==> config.mk <==
export PLATFORM = sky130hd
export DESIGN_NAME = cpu_result_tracer
export DESIGN_NICKNAME = d
export VERILOG_FILES = /design/src/rtl/cpu_defs.sv /design/src/rtl/trace_fifo.sv /design/src/rtl/cpu_result_tracer.sv
export SDC_FILE = /design/constraint.sdc
export NUM_CORES = 1
export LEC_CHECK = 0
export BUFFER_PORTS_ARGS = -buffer_cell sky130_fd_sc_hd__buf_2
export CELL_PAD_IN_SITES_DETAIL_PLACEMENT = 1
export CELL_PAD_IN_SITES_GLOBAL_PLACEMENT = 2
export CORE_MARGIN = 5
export CORE_UTILIZATION = 50
export CTS_CLUSTER_SIZE = 8
export DETAILED_ROUTE_END_ITERATION = 7
export PLACE_DENSITY_LB_ADDON = 0.1
export SLEW_MARGIN = 20
export SYNTH_ARGS = -nofsm -noshare
export SYNTH_HDL_FRONTEND = slang
export SYNTH_SLANG_ARGS = --single-unit
export TNS_END_PERCENT = 30
==> constraint.sdc <==
create_clock -name Clock -period 13.6 [get_ports Clock]
set_input_delay 2.72 -clock Clock [delete_from_list [all_inputs] [get_ports Clock]]
set_output_delay 2.72 -clock Clock [all_outputs]
set_load 0.02 [all_outputs]
==> src/rtl/cpu_defs.sv <==
// Shared definitions for the cpu core and its downstream trace capture stage.
package cpu_defs;

    localparam int unsigned ADDR_W        = 32;
    localparam int unsigned DATA_W        = 32;
    localparam int unsigned DEFAULT_DEPTH = 16;

    typedef struct packed {
        logic [ADDR_W-1:0] addr;
        logic [DATA_W-1:0] result;
    } trace_entry_t;

    localparam int unsigned ENTRY_W = $bits(trace_entry_t);

endpackage

==> src/rtl/trace_fifo.sv <==
// Show-ahead FIFO with extra-MSB pointers; head slot is presented combinationally.
module trace_fifo
    import cpu_defs::*;
#(
    parameter int unsigned DEPTH = DEFAULT_DEPTH,
    parameter int unsigned W     = ENTRY_W
) (
    input  logic                     clk,
    input  logic                     rst,
    input  logic                     push,
    input  logic                     pop,
    input  logic [W-1:0]             wdata,
    output logic [W-1:0]             rdata,
    output logic [$clog2(DEPTH):0]   count,
    output logic                     full,
    output logic                     empty
);

    localparam int unsigned AW = $clog2(DEPTH);

    logic [W-1:0] mem_q [DEPTH];
    logic [AW:0]  wr_q, wr_d;
    logic [AW:0]  rd_q, rd_d;

    always_comb begin
        wr_d = wr_q;
        rd_d = rd_q;
        if (push) wr_d = wr_q + 1'b1;
        if (pop)  rd_d = rd_q + 1'b1;
    end

    always_ff @(posedge clk or posedge rst) begin
        if (rst) begin
            wr_q <= '0;
            rd_q <= '0;
        end else begin
            wr_q <= wr_d;
            rd_q <= rd_d;
        end
    end

    // Storage is deliberately left out of reset; only occupancy matters.
    always_ff @(posedge clk) begin
        if (push) mem_q[wr_q[AW-1:0]] <= wdata;
    end

    assign empty = (wr_q == rd_q);
    assign full  = (wr_q[AW] != rd_q[AW]) && (wr_q[AW-1:0] == rd_q[AW-1:0]);
    assign count = wr_q - rd_q;
    assign rdata = empty ? '0 : mem_q[rd_q[AW-1:0]];

endmodule

==> src/rtl/cpu_result_tracer.sv <==
// Records one {addr, result} entry per change of the core's addr and drains
// them through a valid/ready port, counting captures lost to a full FIFO.
module cpu_result_tracer
    import cpu_defs::*;
#(
    parameter int unsigned DEPTH = DEFAULT_DEPTH,
    parameter int unsigned OVF_W = 16
) (
    input  logic                     Clock,
    input  logic                     Reset,
    input  logic [ADDR_W-1:0]        addr,
    input  logic [DATA_W-1:0]        result,
    input  logic                     capture_en,
    output logic                     out_valid,
    input  logic                     out_ready,
    output logic [ADDR_W-1:0]        out_addr,
    output logic [DATA_W-1:0]        out_result,
    output logic [$clog2(DEPTH):0]   count,
    output logic                     full,
    output logic                     empty,
    output logic [OVF_W-1:0]         overflow_cnt
);

    logic [ADDR_W-1:0] last_addr_q, last_addr_d;
    logic              primed_q, primed_d;
    logic [OVF_W-1:0]  ovf_q, ovf_d;
    logic              req, push, pop, drop;
    trace_entry_t      wr_entry, rd_entry;

    assign req  = capture_en && (!primed_q || (addr != last_addr_q));
    assign pop  = out_valid && out_ready;
    assign push = req && (!full || pop);
    assign drop = req && full && !pop;

    always_comb begin
        last_addr_d = last_addr_q;
        primed_d    = primed_q;
        ovf_d       = ovf_q;
        // The filter advances on every request, even one that gets dropped.
        if (req) begin
            last_addr_d = addr;
            primed_d    = 1'b1;
        end
        if (drop && (ovf_q != '1)) ovf_d = ovf_q + 1'b1;
    end

    always_ff @(posedge Clock or posedge Reset) begin
        if (Reset) begin
            last_addr_q <= '0;
            primed_q    <= 1'b0;
            ovf_q       <= '0;
        end else begin
            last_addr_q <= last_addr_d;
            primed_q    <= primed_d;
            ovf_q       <= ovf_d;
        end
    end

    assign wr_entry.addr   = addr;
    assign wr_entry.result = result;

    trace_fifo #(
        .DEPTH (DEPTH),
        .W     (ENTRY_W)
    ) u_fifo (
        .clk   (Clock),
        .rst   (Reset),
        .push  (push),
        .pop   (pop),
        .wdata (wr_entry),
        .rdata (rd_entry),
        .count (count),
        .full  (full),
        .empty (empty)
    );

    assign out_valid    = !empty;
    assign out_addr     = rd_entry.addr;
    assign out_result   = rd_entry.result;
    assign overflow_cnt = ovf_q;

endmodule

==> impl_metrics.env <==
export IMPL_ctsRootBufferMaster="clkbuf_16"
export IMPL_crit_chain="buf_4 -> buf_4 -> buf_4 -> mux4_2 -> mux4_2 -> and2_1 -> buf_2"
export IMPL_yosys_warnings=0
export IMPL_fin_crit_ns=8.27
export IMPL_fp_dieW_um=299
export IMPL_final_util_pct=57.8
export IMPL_seq_area_frac_synth_pct=77.0
export IMPL_yosysTopAreaCell="edfxtp_1"
export IMPL_cts_max_level=4
export IMPL_finalClockSkew_ns=0.0311
export IMPL_crit_type="reg -> out"
export IMPL_overflow=0
export IMPL_cp_arrival_ns=5.55
export IMPL_p_sw_share_pct=29.8
export IMPL_rsz0062_at_grt="no"
export IMPL_grt_max_degree=108
export IMPL_critPathRequiredTime_ns=10.88
export IMPL_synth_edf_count=1024
export IMPL_startpoint="u_fifo.rd_q[1]"
export IMPL_core_um2=83300
export IMPL_async_reset_ff_share_pct=5.45
export IMPL_max_cap_violations=0
export IMPL_start_util_pct=50.2
export IMPL_dieArea_um2=89600
export IMPL_port_buffers=155
export IMPL_start_kind="register"
export IMPL_syn_instance_count=1765
export IMPL_worstMarginPinSlew_ns=1.16
export IMPL_postRouteAntennaNets=0
export IMPL_synth_top_area_share_pct=73.5
export IMPL_maxSlewViolCount=0
export IMPL_maxSlewHeadroom_pct=22.6
export IMPL_clockPowerShare_pct=31.6
export IMPL_wire_per_inst_um=31.8
export IMPL_critPathSlowestCell="buf_4"
export IMPL_cts_buffer_depth=3
export IMPL_drt_total_wl_um=100000
export IMPL_critPathMaxStageDelay_ns=0.96
export IMPL_whs_ns=0.485
export IMPL_status="complete, no violations"
export IMPL_holdCritPathClass="reg -> reg"
export IMPL_via_per_inst=6.12
export IMPL_avgSynthCellArea_um2=23.7
export IMPL_p_switching_uw=3190
export IMPL_die_h_um=299
export IMPL_area_delta_synth_final_pct=15.1
export IMPL_final_setup_tns_ns=0
export IMPL_max_freq_mhz=121
export IMPL_antenna_found_initial=11
export IMPL_r2r_start="u_fifo.rd_q[3]"
export IMPL_synth_cell_type_count=30
export IMPL_p_comb_share_pct=29.4
export IMPL_cp_top_family="buffers and inverters"
export IMPL_critPathBufInv=4
export IMPL_synth_ff_latch_count=1083
export IMPL_ir_drop_mv=0.208
export IMPL_setup_viol=0
export IMPL_pin_count=156
export IMPL_synth_most_common_cell="edfxtp_1"
export IMPL_synth_common_cells="edfxtp_1, mux4_2, and2_1"
export IMPL_cts_tree="built"
export IMPL_hold_viol_final=0
export IMPL_crit_fanout=66
export IMPL_min_period_over_period_pct=60.8
export IMPL_p_leak_uw=0.0157
export IMPL_cts_sinks=1083
export IMPL_cpMostUsedCell="buf_4"
export IMPL_p_per_area_nw_per_um2=222
export IMPL_drc=0
export IMPL_clock_latency_ns=0.72
export IMPL_drt_first_iter_violations=1726
export IMPL_cts_buffers=153
export IMPL_synth_area_um2=41800
export IMPL_nNetsFinal=2096
export IMPL_p_int_uw=7490
export IMPL_cts_setup_buffers=0
export IMPL_synthTopCellsByArea="edfxtp_1, mux4_2, dfrtp_1, and2_1, mux2_1"
export IMPL_cts_clk_slew_worst_paths_ns=0.05
export IMPL_dominantRegCellSynth="edfxtp_1"
export IMPL_syn_num_nets=1844
export IMPL_cts_hold_fix_buffers=0
export IMPL_grt_pass1_vias=21400
export IMPL_holdCritStartpoint="primed_q"
export IMPL_p_seq_share_pct=39.0
export IMPL_vias=19300
export IMPL_routabilityCongestion=0.739
export IMPL_dp_hpwl_um=49400
export IMPL_post_cts_resized=0
export IMPL_grt_util_all_layers_pct=22.8
export IMPL_core_rowCount=106
export IMPL_drive_above_1_share_pct=34.0
export IMPL_grt_first_pass_wirelength_um=148000
export IMPL_drt_first_pass_iters=5
export IMPL_crit_path_end_kind="primary output"
-- metal layers --
| layer | up-vias | GRT usage, % | part of all wire, % |
|---|---|---|---|
| met5 | - | 0 | 0.021 |
| li1 | 7944 | - | - |
| met1 | 10500 | 32.0 | 42 |
| met4 | 4 | 5.77 | 1.8 |
| met2 | 663 | 37.5 | 50 |
| met3 | 152 | 4.56 | 5.8 |
-- final cells by class --
| type | instances | area [µm²] |
|---|---|---|
| antenna | 5 | 12.5 |
| clock buffer | 198 | 4100 |
| clock inverter | 9 | 96.3 |
| fill | 6898 | 35200 |
| inverter | 13 | 53.8 |
| multi-input combinational | 581 | 9270 |
| sequential | 1083 | 32200 |
| tap | 1080 | 1350 |
| timing repair buffer | 185 | 1010 |
-- sequential cells by signal (all words and copies together) (netlist names) --
signal / flops
u_fifo.mem_q: 1024
last_addr_q: 32
overflow_cnt: 16
u_fifo.rd_q: 5
u_fifo.wr_q: 5
primed_q: 1
-- stage by stage --
stage | cells | power [µW] | setup slack [ns] | cell area (µm²)
finish | 3154 | 10700 | 5.33 | 48100
global placement | 2942 | 7390 | 6.08 | 43900
floorplan | 1765 | 6380 | 5.14 | 41800
detailed placement | 2942 | 7440 | 6.04 | 43900
global route | 3149 | 11200 | 5.14 | 48100
CTS | 3149 | 10800 | 5.26 | 48100
-- placed cells by master, fill, tap and decap left out, types with 7 or more instances in the layout --
master	instances
clkbuf_16	158
buf_2	155
mux2_1	25
nor2_1	7
ha_1	10
inv_1	11
nand2_1	9
clkbuf_1	40
xor2_1	30
xnor2_1	29
buf_4	29
mux2_2	9
nand4_1	10
nand3_1	15
and3_1	7
dfrtp_1	56
and3_4	15
and2_1	67
mux4_2	320
edfxtp_1	1024
-- power groups by stage --
stage / logic [µW] / registers, µW / clock network, µW
2_1_floorplan: 2240 / 4140 / 0
3_3_place_gp: 3190 / 4210 / 0
6_report: 3140 / 4160 / 3370
4_1_cts: 3220 / 4170 / 3450
5_1_grt: 3350 / 4190 / 3620
3_5_place_dp: 3210 / 4230 / 0
-- worst paths after layout --
check                      depth (start not counted)                   to  slack (ns)
setup / recovery                                   7        out_result[4]        5.33
hold / removal                                     1             primed_q        0.49
setup reg to reg                                   7  u_fifo.mem_q[5][33]        9.00
hold reg to reg                                    1             primed_q        0.49
max in group asynchronous                          3       u_fifo.rd_q[0]       10.73
min in group asynchronous                          3       u_fifo.rd_q[3]        2.24
-- logic make-up after synthesis --
logic type	share of synthesized area (%)
flops	77.0
mux	18.1
simple gates	2.10
buf+inv	1.02
xor+xnor	1.24
fa+ha+maj	0.347
compound gates	0.126
Note: power is estimated with default switching activity, not from simulation.
